<file path="src/rtl/report_collector.sv">
// Tags non-zero report vectors with their symbol offset and queues them in a FWFT FIFO.
// Optional end-of-stream marker records are built when RPT_EOS_MARKER_EN is defined.
module report_collector #(
  parameter int unsigned NUM_REPORTS  = 8,
  parameter int unsigned OFFSET_WIDTH = 32,
  parameter int unsigned FIFO_DEPTH   = 16,
  parameter int unsigned DROP_WIDTH   = 16
) (
  input  logic                    clk,
  input  logic                    reset,
  input  logic                    run,
  input  logic [NUM_REPORTS-1:0]  report_vec,
  output logic                    rpt_valid,
  input  logic                    rpt_ready,
  output logic [OFFSET_WIDTH-1:0] rpt_offset,
  output logic [NUM_REPORTS-1:0]  rpt_vector,
  output logic                    rpt_eos,
  output logic                    overflow,
  output logic [DROP_WIDTH-1:0]   drop_count
);

  localparam int unsigned AW = $clog2(FIFO_DEPTH);
`ifdef RPT_EOS_MARKER_EN
  localparam int unsigned EW = OFFSET_WIDTH + NUM_REPORTS + 1;
`else
  localparam int unsigned EW = OFFSET_WIDTH + NUM_REPORTS;
`endif

  logic [OFFSET_WIDTH-1:0] r_offset;
  logic [OFFSET_WIDTH-1:0] r_offset_q;
  logic                    r_run_q;
  logic [EW-1:0]           r_mem [FIFO_DEPTH];
  logic [AW:0]             r_wr_ptr;
  logic [AW:0]             r_rd_ptr;
  logic [EW-1:0]           r_head;
  logic                    r_overflow;
  logic [DROP_WIDTH-1:0]   r_drop_count;

  logic          w_empty;
  logic          w_full;
  logic          w_pop;
  logic          w_room;
  logic          w_rep;
  logic          w_rep_push;
  logic          w_push;
  logic          w_drop;
  logic [EW-1:0] w_wdata;
  logic [AW:0]   w_next_wr;
  logic [AW:0]   w_next_rd;
  logic [EW-1:0] w_next_head;

  assign w_empty = (r_wr_ptr == r_rd_ptr);
  assign w_full  = (r_wr_ptr[AW] != r_rd_ptr[AW]) && (r_wr_ptr[AW-1:0] == r_rd_ptr[AW-1:0]);
  assign w_pop   = !w_empty && rpt_ready;
  assign w_room  = !w_full || w_pop;
  assign w_rep   = r_run_q && (report_vec != '0);

`ifdef RPT_EOS_MARKER_EN
  logic                    r_eos_pend;
  logic [OFFSET_WIDTH-1:0] r_eos_off;
  logic                    w_fall;
  logic                    w_mark_push;

  assign w_fall      = r_run_q && !run;
  // A waiting marker owns the single write slot; a same-cycle report loses it.
  assign w_mark_push = r_eos_pend && w_room;
  assign w_rep_push  = w_rep && w_room && !w_mark_push;
  assign w_push      = w_rep_push || w_mark_push;
  assign w_wdata     = w_mark_push ? {1'b1, r_eos_off, {NUM_REPORTS{1'b0}}}
                                   : {1'b0, r_offset_q, report_vec};

  always_ff @(posedge clk) begin
    if (reset) begin
      r_eos_pend <= 1'b0;
      r_eos_off  <= '0;
    end else begin
      if (w_fall) begin
        r_eos_pend <= 1'b1;
        r_eos_off  <= r_offset;
      end else if (w_mark_push) begin
        r_eos_pend <= 1'b0;
      end
    end
  end

  assign rpt_eos = r_head[EW-1];
`else
  assign w_rep_push = w_rep && w_room;
  assign w_push     = w_rep_push;
  assign w_wdata    = {r_offset_q, report_vec};
  assign rpt_eos    = 1'b0;
`endif

  assign w_drop    = w_rep && !w_rep_push;
  assign w_next_wr = r_wr_ptr + (AW + 1)'(w_push);
  assign w_next_rd = r_rd_ptr + (AW + 1)'(w_pop);

  // Head is registered from the post-edge read slot, bypassing a write into that same slot.
  always_comb begin
    w_next_head = r_mem[w_next_rd[AW-1:0]];
    if (w_push && (w_next_rd[AW-1:0] == r_wr_ptr[AW-1:0])) begin
      w_next_head = w_wdata;
    end
  end

  always_ff @(posedge clk) begin
    if (w_push) begin
      r_mem[r_wr_ptr[AW-1:0]] <= w_wdata;
    end
  end

  always_ff @(posedge clk) begin
    if (reset) begin
      r_offset     <= '0;
      r_offset_q   <= '0;
      r_run_q      <= 1'b0;
      r_wr_ptr     <= '0;
      r_rd_ptr     <= '0;
      r_head       <= '0;
      r_overflow   <= 1'b0;
      r_drop_count <= '0;
    end else begin
      r_run_q    <= run;
      r_offset_q <= r_offset;
      if (run) begin
        r_offset <= r_offset + 1'b1;
      end
      r_wr_ptr <= w_next_wr;
      r_rd_ptr <= w_next_rd;
      if (w_next_wr != w_next_rd) begin
        r_head <= w_next_head;
      end
      if (w_drop) begin
        r_overflow <= 1'b1;
        if (r_drop_count != '1) begin
          r_drop_count <= r_drop_count + 1'b1;
        end
      end
    end
  end

  assign rpt_valid  = !w_empty;
  assign rpt_offset = r_head[NUM_REPORTS +: OFFSET_WIDTH];
  assign rpt_vector = r_head[NUM_REPORTS-1:0];
  assign overflow   = r_overflow;
  assign drop_count = r_drop_count;

endmodule

</file>
<file path="config.mk">
export PLATFORM = sky130hd
export DESIGN_NAME = report_collector
export DESIGN_NICKNAME = d
export VERILOG_FILES = /design/src/rtl/report_collector.sv
export SDC_FILE = /design/constraint.sdc
export NUM_CORES = 1
export LEC_CHECK = 0
export CAP_MARGIN = 0
export CORE_ASPECT_RATIO = 1.1
export CORE_MARGIN = 10
export CORE_UTILIZATION = 50
export DETAILED_ROUTE_END_ITERATION = 6
export PLACE_DENSITY_LB_ADDON = 0.05
export RECOVER_POWER = 25
export SYNTH_ARGS = -nofsm -noshare
export SYNTH_HDL_FRONTEND = slang
export SYNTH_SLANG_ARGS = --single-unit
</file>
<file path="constraint.sdc">
create_clock -name clk -period 6 [get_ports clk]
set_input_delay 0.6 -clock clk [delete_from_list [all_inputs] [get_ports clk]]
set_output_delay 0.6 -clock clk [all_outputs]
set_load 0.01 [all_outputs]
</file>
==> impl_results.md, run 1 <==
- Net Count, Synth: 1759
- Outcome: finished, violations left
- Worst Hold Depth: 1
- Final period utilization: between 70% and 80%
- Post-synth EDFFs: 640
- Synth Warn #: 0
- TritonCTS Sinks: slightly below 800
- Die area: approximately 70000 um^2
- Slew HR: -169%
- HP Start: r_offset[31]
- Clock share of power: between 30 and 40%
- Main area contributors after synthesis: edfxtp_1 64%, mux4_2 12%, dfxtp_1 8.8%
- Failing checks: max-capacitance violations, max-slew violations
- Iter 0 DRT Violations: 1282
- FP Rows: just over 90
- CP required: roughly 6.3 ns
- Worst R2R Path Depth: 12
- Share of cells above drive strength 1: between 10% and 20%
- Utilization after layout: between 50% and 60%
- DRT Wirelength: ~71 mm
- Setup slack, reg-to-reg: around 1.7 ns
- CTS Hold Bufs: 0
- Die width: approximately 250 um
- DRC: 0
- DPL Wire Length: roughly 37 mm
- Clk_lat worst skew: 0.61 ns
- Grt total ovfl: 0
- Post-Place Cell Area: roughly 32000 um^2
- Final hold violations: 0
- Reg clk slew, reported paths: approximately 0.060 ns
- Leak: between 10 and 15 nW
- Setup CP Type: in -> reg
- Post-CTS Setup Bufs: 0
- Max Buffers Root-to-Sink: 3
- Initial antenna violation count: 0
- Async SR Flop Fraction: 0%
- Pre-CTS setup slack: between 1 and 1.5 ns
- Clk_skew: between 0.02 and 0.03 ns
- Tot GR Track Use: 20.3%
- PortBufs: 69
- Final antenna-violating net count: 0
- NetSw: between 0.002 and 0.003 W
- Reg2reg start: r_wr_ptr[3]
- Combinational fraction of design power: a little over an eighth
- Most common cell in the netlist: edfxtp_1
- First-pass GRT wire length: between 100 and 150 mm
- Max Cap Viol: 1
- Synth-to-Final Area Change: 14.0%
- Worst hold path type: reg -> reg
- Most used DFF post-synth: edfxtp_1
- Largest net degree at the start of global routing: 87
- Via count: ~16000
- Cts repair resizes: 0
- Design area: between 30000 and 40000 um^2
- Largest area contributor in the netlist: edfxtp_1
- Fmax achieved: roughly 230 MHz
- Slew @ Worst Pin: ~4.0 ns
- WHS Endpoint: r_offset_q[31]
- Min Hold Slack: approximately 0.49 ns
- Net Sw Frac: about a quarter
- Worst setup startpoint: report_vec[4]
- Reg-to-Reg End: r_head[22]
- Pwr Density: approximately 360 nW/um^2
- WL/cell: approximately 27 um
- # H-tree levels: 3
- Number of max-slew violations in the final report: 70
- Die H: roughly 280 um
- #FFs+latches synth: about 770
- Nets: around 1900
- I/O pin cnt: between 70 and 80
- RSZ-0062 raised after global routing: false
- CP Capture Type: flip-flop
- Worst VDD drop: approximately 300 uV
- Initial DRT Pass Iterations: 5
- Layout filler cell count: 4498
- Endpoints failing setup: 0
- Vias in the first global route: approximately 16000
- Starting density of the core: roughly half
- Root buf cell: clkbuf_16
- Syn avg cell area: 17.2 um^2
- Critical path launch point type: primary input
- Total CTS buffers: 77
- Final Wtd Congestion: between 0.7 and 0.8
- CTS tree: built
- Synth top area share: 64.3%
- Post-Syn Area: 29900 um^2
- Crit-path max FO: 44
- Netlist cell types: between 40 and 50
- Sequential area share after synthesis: around three quarters
- Register share of total power: between 40 and 50%
- Final WS setup: ~1.7 ns
- Core region area: between 50000 and 60000 um^2
- Post-layout minimum cycle time: approximately 4.3 ns
- Post-synthesis cell count: ~1700
- Synth cell count leaders: 640 x edfxtp_1, 232 x nand2_1, 160 x mux4_2
- Cell Int Power: roughly 0.0093 W
- Via density: between 5 and 6
- Setup TNS Final: 0 ns
- CP Data Arrival Time: between 4 and 5 ns
- Ant. Diodes: 0
## routing by layer
metal	GRT usage [%]	vias to the layer above	wire length, um	share of wire [%]
li1	-	6929	-	-
met2	33.5	454	35300	50
met5	0	-	0	0
met4	5.59	0	1350	1.9
met1	27.6	8346	29800	42
met3	3.38	103	4150	5.9
## metrics by stage
stage | std cells | power (W)
floorplan | 1741 | 0.00721
global placement | 2516 | 0.00778
detailed placement | 2516 | 0.00780
CTS | 2655 | 0.0124
global route | 2655 | 0.0128
finish | 2655 | 0.0123
## flip-flops by register name, indices dropped and copies added (netlist names)
| register | flops |
|---|---|
| r_rd_ptr | 5 |
| r_offset | 32 |
| drop_count | 16 |
| r_head | 40 |
| r_wr_ptr | 5 |
| r_run_q | 1 |
| overflow | 1 |
| r_offset_q | 32 |
| r_mem | 640 |
## cells in the final DEF (no fill, tap or decap), types with 3 or more instances in the layout
cell type        netlist  layout
clkbuf_8               0       7
nor2_1                99      92
xnor2_2                3       5
a21oi_1               12      12
dfxtp_1              132     132
nor3_2                 0       5
nand3_1              135     134
and3_1                 8       8
nand4_1                9       9
or3_1                 11      11
nor4_2                 0       3
xnor2_1               21      19
nand2_1              232     232
nor2_4                 0       7
edfxtp_1             640     640
mux4_2               160     160
buf_4                  3      39
ha_1                   6       4
a311oi_2              18      18
a311oi_1              22      22
clkdlybuf4s50_1        0      67
clkinv_2               0      11
buf_12                 0       6
and4_1                 4       4
inv_1                  3       3
clkinv_1               0      12
o21ai_0               11      11
xor2_1                29      29
clkbuf_1              58      24
nand3_2                6       6
nor2b_1               36      36
nor3_1                12       7
bufinv_16              0       4
clkbuf_16              0      79
## kinds of logic (layout without fill, tap and decap cells)
group / count (synthesis) / after routing / share of synthesized area [%]
buffers and inverters: 103 / 257 / 1.61
AND/OR/NAND/NOR: 577 / 577 / 8.99
AO/OA/AOI/OAI: 65 / 65 / 2.05
multiplexers: 161 / 161 / 12.1
XOR/XNOR: 56 / 56 / 1.83
other: 1 / 1 / 0.0125
adder cells (fa/ha/maj): 6 / 6 / 0.251
flip-flops: 772 / 772 / 73.2
## critical path: stages
cell	delay, ns
clkdlybuf4s50_1	0.75
or4_4	0.70
o21ai_4	0.26
o21bai_4	0.27
inv_1	0.15
ha_1	0.22
ha_1	0.20
xnor2_1	0.15
xnor2_1	0.16
nor3_1	0.34
nand3_4	0.10
buf_4	0.36
nor2_1	0.24
a311oi_2	0.07
## layout make-up
class / count / area [um^2] / share of cell area (%)
repair buffers: 115 / 1100 / 3.23
clock buffers: 108 / 2160 / 6.33
flip-flops and latches: 772 / 21900 / 64.2
well taps: 760 / 951 / 2.79
multi-input cells: 866 / 7730 / 22.7
clock inverters: 31 / 255 / 0.749
inverters: 3 / 11.3 / 0.0331
## power by group through the flow
stage                     combinational, W  clock, W  sequential (W)
after floorplan                    0.00111         0         0.00610
after global placement             0.00169         0         0.00609
after detailed placement           0.00170         0         0.00610
after CTS                          0.00171   0.00472         0.00598
after global routing               0.00181   0.00495         0.00599
final                              0.00166   0.00463         0.00598
## worst max-delay path by stage
| stage | depth (start not counted) | end |
|---|---|---|
| 2_1_floorplan | 4 | r_mem[0][0] |
| 3_3_place_gp | 14 | r_head[23] |
| 3_5_place_dp | 14 | r_head[23] |
| 4_1_cts | 12 | r_head[15] |
| 5_1_grt | 15 | r_head[23] |
| 6_report | 14 | r_head[22] |
(Power assumes the default switching activity.)
==> run 2, diff against run 1 <==
==> constraint.sdc (replaced) <==
create_clock -name clk -period 3.8 [get_ports clk]
set_input_delay 0.38 -clock clk [delete_from_list [all_inputs] [get_ports clk]]
set_output_delay 0.38 -clock clk [all_outputs]
set_load 0.01 [all_outputs]
==> run 2 against run 1 <==
Against the previous run: the run still ends with max-capacitance violations, max-slew violations left; sequential cell count unchanged; clock-buffer cell count up 4; utilization increased by 0.85 points; sequential share of layout area decreased by 0.93 points; clock power increased by 61%; sequential power increased by 58%; critical path type is now reg -> reg; largest cell class unchanged.
==> impl_results.md, run 2 (synthesized netlist as in run 1, its figures left out) <==
- Outcome: finished, violations left
- Failing checks: max-capacitance violations, max-slew violations
- Die area: ~70000 um^2
- Final Wtd Congestion: between 0.7 and 0.8
- Max Buffers Root-to-Sink: 3
- DRC: 0
- Worst Hold Depth: 2
- Grt total ovfl: 0
- # placed instances: between 2000 and 3000
- WL/cell: roughly 27 um
- Pre-CTS setup slack: -0.00205 ns
- Worst VDD drop: roughly 330 uV
- Cell depth of the worst setup path: 11
- Critical path buffers and inverters: 1
- Reg-to-Reg End: r_head[2]
- Delay-heaviest family, CP: simple AND/OR/NAND/NOR gates
- Max Cap Viol: 1
- Critical path cell sequence: xnor2_2 > nand4_4 > or2_2 > and2_1 > ha_4 > buf_4 > mux4_2 > nand2_1 > nand3_1 > nand3_1 > a311oi_1
- Post-CTS Setup Bufs: 0
- First-pass GRT wire length: 108 mm
- Share of cells above drive strength 1: approximately 21%
- Slew HR: -119%
- Slowest Stage Delay on Critical Path: between 0.5 and 0.6 ns
- HP Start: overflow
- Worst-path cell with the longest stage delay: ha_4
- Reg clk slew, reported paths: 0.07 ns
- RSZ-0062 raised after global routing: false
- Starting density of the core: 50.8%
- Crit path top cell by count: nand3_1
- Tot GR Track Use: between 20% and 30%
- Endpoints failing setup: 0
- Post-layout minimum cycle time: between 3 and 4 ns
- Slew @ Worst Pin: around 3.3 ns
- CP required: 4.13 ns
- FP Rows: 93
- Worst hold path type: reg -> reg
- Critical path launch point type: flip-flop
- DRT Wirelength: around 72 mm
- Most frequent cells in the layout: 640 x edfxtp_1, 232 x nand2_1, 160 x mux4_2
- Core region area: just under 60000 um^2
- Final antenna-violating net count: 0
- Commonest non-fill, non-tap cell in the layout: edfxtp_1
- WHS Endpoint: overflow
- Setup slack, reg-to-reg: 0.33 ns
- Cts repair resizes: 0
- DPL Wire Length: roughly 37 mm
- Clk_lat worst skew: between 0.6 and 0.7 ns
- Post-Layout Cell Count: roughly 2700
- Worst R2R Path Depth: 11
- CTS Hold Bufs: 0
- Fmax achieved: a little under 300 MHz
- Via density: 5.93
- Iter 0 DRT Violations: 1580
- Ant. Diodes: 0
- Vias in the first global route: about 17000
- TritonCTS Sinks: just under 800
- Synth-to-Final Area Change: 15.7%
- Via count: around 16000
- Initial DRT Pass Iterations: 5
- Leak: 11.5 nW
- Nets: approximately 1900
- Total CTS buffers: 77
- Crit-path max FO: 16
- Initial antenna violation count: 1
- Layout filler cell count: between 4000 and 5000
- Clk_skew: 0.0222 ns
- Utilization after layout: between 50% and 60%
- CTS tree: built
- CP Capture Type: flip-flop
- Largest register FFs: 640
- Final period utilization: about nine tenths
- I/O pin cnt: roughly 70
- Pwr Density: roughly 570 nW/um^2
- Final hold violations: 0
- Number of max-slew violations in the final report: slightly above 60
- CP Data Arrival Time: between 3 and 4 ns
- Die H: around 280 um
- Reg2reg start: r_rd_ptr[1]
- Die width: ~250 um
- Storage element area: between 20000 and 25000 um^2
- Multi-input gate area in the final layout: 7770 um^2
- # H-tree levels: 3
- Final WS setup: approximately 0.33 ns
- PortBufs: 69
- Setup CP Type: reg -> reg
- Root buf cell: clkbuf_16
- Largest net degree at the start of global routing: between 70 and 80
run 2: where the power goes:
group / leakage, nW / internal (W) / switching, W
sequential: 7.30 / 0.00928 / 0.000161
clock: 1.22 / 0.00436 / 0.00308
combinational: 2.95 / 0.00133 / 0.00145
run 2: layout make-up:
class,instances,area share (%)
Clock buffer,112,6.48
Sequential cell,772,63.2
Timing Repair Buffer,138,4.33
Inverter,3,0.0326
Clock inverter,27,0.688
Tap cell,760,2.75
Multi-Input combinational cell,866,22.5
run 2: through the flow:
stage	hold WS [ns]	area [um^2]	TNS (ns)	power, W
floorplan	0.447	29900	-173.23	0.0114
global placement	0.461	32100	0	0.0124
detailed placement	0.482	32100	-0.00205	0.0125
CTS	0.327	34600	0	0.0199
global route	0.509	34600	0	0.0204
finish	0.488	34600	0	0.0197
run 2: worst min-delay path: cells and delay by family, from the launching register on:
| kind | cells | cell delay (ns) |
|---|---|---|
| simple gates | 2 | 0.13 |
| flops | 1 | 0.33 |
run 2: how the worst max path moves through the flow:
stage	to	slack (ns)	start
global route	r_head[34]	0.10	r_rd_ptr[1]
finish	r_head[2]	0.33	r_rd_ptr[1]
global placement	r_head[31]	0.06	report_vec[4]
detailed placement	r_head[38]	-0.002	report_vec[4]
floorplan	r_mem[1][0]	-1.44	r_rd_ptr[3]
CTS	r_head[7]	0.36	r_rd_ptr[1]
run 2: per-layer routing:
layer	vias to the layer above	track usage [%]	wire length, um
met4	2	5.67	1420
met2	456	34.0	35100
met1	8363	28.2	30700
met5	-	0	13
li1	6971	-	-
met3	93	3.75	4380
==> run 3, diff against run 2 <==
--- a/config.mk
+++ b/config.mk
@@ -9,6 +9,7 @@
 export CORE_ASPECT_RATIO = 1.1
 export CORE_MARGIN = 10
 export CORE_UTILIZATION = 50
+export CTS_CLUSTER_SIZE = 20
 export DETAILED_ROUTE_END_ITERATION = 6
 export PLACE_DENSITY_LB_ADDON = 0.05
 export RECOVER_POWER = 25
==> results of run 3 <==
Same layout as run 2: the final DEF is identical, and so are final timing and power.
==> edit (settings of run 1) <==
Put one more register stage on the output `drop_count`. The value now appears one clock later. The other outputs are not delayed to match.
--- a/src/rtl/report_collector.sv
+++ b/src/rtl/report_collector.sv
@@ -143,7 +143,9 @@
   assign rpt_offset = r_head[NUM_REPORTS +: OFFSET_WIDTH];
   assign rpt_vector = r_head[NUM_REPORTS-1:0];
   assign overflow   = r_overflow;
-  assign drop_count = r_drop_count;
+  always_ff @(posedge clk) begin
+    drop_count <= r_drop_count;
+  end
 
 endmodule
 
Check against the original RTL: same outputs for any inputs over 4 cycles, from zero or initial values and one cycle with reset high; that may be too few to reach the edited logic, so the function may still have changed.
==> edit against run 1 <==
Setup slack worse by 0.42 ns; design area is 2.9% higher; clock power grew 7.1%; largest cell class unchanged; sequential power up 2%; maximum frequency decreased by 8.8%; critical endpoint is now r_head[28]; wire length up 0.37%; hold slack got worse by 0.32 ns; die area up 2.0%; synthesized area grew 2.2%; highest routed layer unchanged; utilization is 0.33 points higher; total power increased by 4.9%; count of clock-buffer cells in the layout is 13 higher; sequential cell count grew 16.
==> edit: results (changes against run 1) <==
Critical path:
- The launching point of the worst reg2reg path is r_wr_ptr[2].
- The worst-path maximum fanout was 49 (+11%).
- The depth of the worst register-to-register path is 11 (-1).
- The setup slack of the most critical reg-to-reg path is 1.27 ns (-0.47 ns).

Cells and area:
- The share of final-layout standard cells stronger than drive strength 1 was 0.209 (+0.0128).
- The post-layout net count is 1758 (-5.1%).
- The number of fill cells in the layout came to 4628 (+2.9%).

Synth:
- The count of different cell masters after synthesis is 54 (+10%).
- Ranked by total cell area, the synthesized netlist is headed by sky130_fd_sc_hd__edfxtp_1 (63%), sky130_fd_sc_hd__mux4_2 (12%), sky130_fd_sc_hd__dfxtp_1 (9.7%), sky130_fd_sc_hd__mux2i_1 (4.0%), sky130_fd_sc_hd__o41ai_1 (1.3%).
- The synthesized area per cell came to 18.5 um2 (+7.7%).
- By count the netlist is led by sky130_fd_sc_hd__edfxtp_1 (640), sky130_fd_sc_hd__mux4_2 (160), sky130_fd_sc_hd__dfxtp_1 (148), sky130_fd_sc_hd__mux2i_1 (121), sky130_fd_sc_hd__nor2_1 (57).

Timing:
- The highest attainable clock frequency was 212 MHz (-8.8%).
- The worst clock skew is 0.0159 ns (-0.00952 ns).
- The worst hold slack after final layout is 0.163 ns (-0.323 ns).

Placement:
- The placed cell area is 32400 um2 (+2.3%).
- The worst slack after detailed placement is 1.12 ns (-0.0772 ns).
- The routability-driven placement congestion ratio was 0.768 (-1.7%).

Power:
- The largest vdd supply drop was 0.224 mV (-26%).
- The switching component of the power is 3120 uW (+6.4%).

Route:
- The count of routing violations after the opening detailed-route iteration came to 1172 (-8.6%).

GRT:
- The global-route wire length before repair came to 106000 um (+0.25%).
- The pin count of the biggest net entering global routing came to 93 (+6.9%).
- The number of antenna violations at the first check in global routing was 1 (+1).

Worst hold path:
- The beginning of the worst hold path is reset.
- The path category of the worst min-delay check is input port to flip-flop.

Status:
- The run finished with clean final reports.
[edit: changes by cell type after synthesis, moves of 21 or more]
cell | run 1 | this run
sky130_fd_sc_hd__mux2i_1 | 1 | 121
sky130_fd_sc_hd__a311oi_1 | 22 | 1
sky130_fd_sc_hd__o21ai_1 | 0 | 43
sky130_fd_sc_hd__nand3_1 | 135 | 55
sky130_fd_sc_hd__a31oi_1 | 0 | 30
sky130_fd_sc_hd__nor2_1 | 99 | 57
sky130_fd_sc_hd__o41ai_1 | 0 | 44
sky130_fd_sc_hd__nand2_1 | 232 | 22
[edit: cells by family (layout without fill, tap and decap cells)]
kind of cell	count (synthesis)	count (layout)	share of synthesized area
flip-flops	788	788	0.726
multiplexers	285	285	0.159
AND/OR/NAND/NOR	245	245	0.0435
AO/OA/AOI/OAI	160	160	0.0368
buffers and inverters	121	277	0.0176
XOR/XNOR	46	46	0.0141
adder cells (fa/ha/maj)	6	6	0.00246
other	1	1	0.000123
[edit: routing by layer]
metal | vias up | share of wire | global-route usage
li1 | 6856 | - | -
met1 | 8132 | 0.42 | 0.260
met2 | 462 | 0.50 | 0.332
met3 | 98 | 0.061 | 0.0382
met4 | 0 | 0.023 | 0.0646
met5 | - | 0 | 0
[edit: layout make-up]
cell class | instances | area (um2) | share of cell area
clock buffers | 121 | 2430 | 0.0694
multi-input cells | 743 | 8030 | 0.229
clock inverters | 29 | 233 | 0.00664
inverters | 11 | 41.3 | 0.00118
flip-flops and latches | 788 | 22200 | 0.633
well taps | 816 | 1020 | 0.0291
repair buffers | 116 | 1100 | 0.0314
[edit: power by group through the flow]
stage	clock network, uW	registers [uW]	logic, uW
floorplan	0	6210	1180
global placement	0	6230	1810
detailed placement	0	6230	1830
CTS	5070	6120	1840
global route	5300	6120	1930
finish	4960	6110	1790
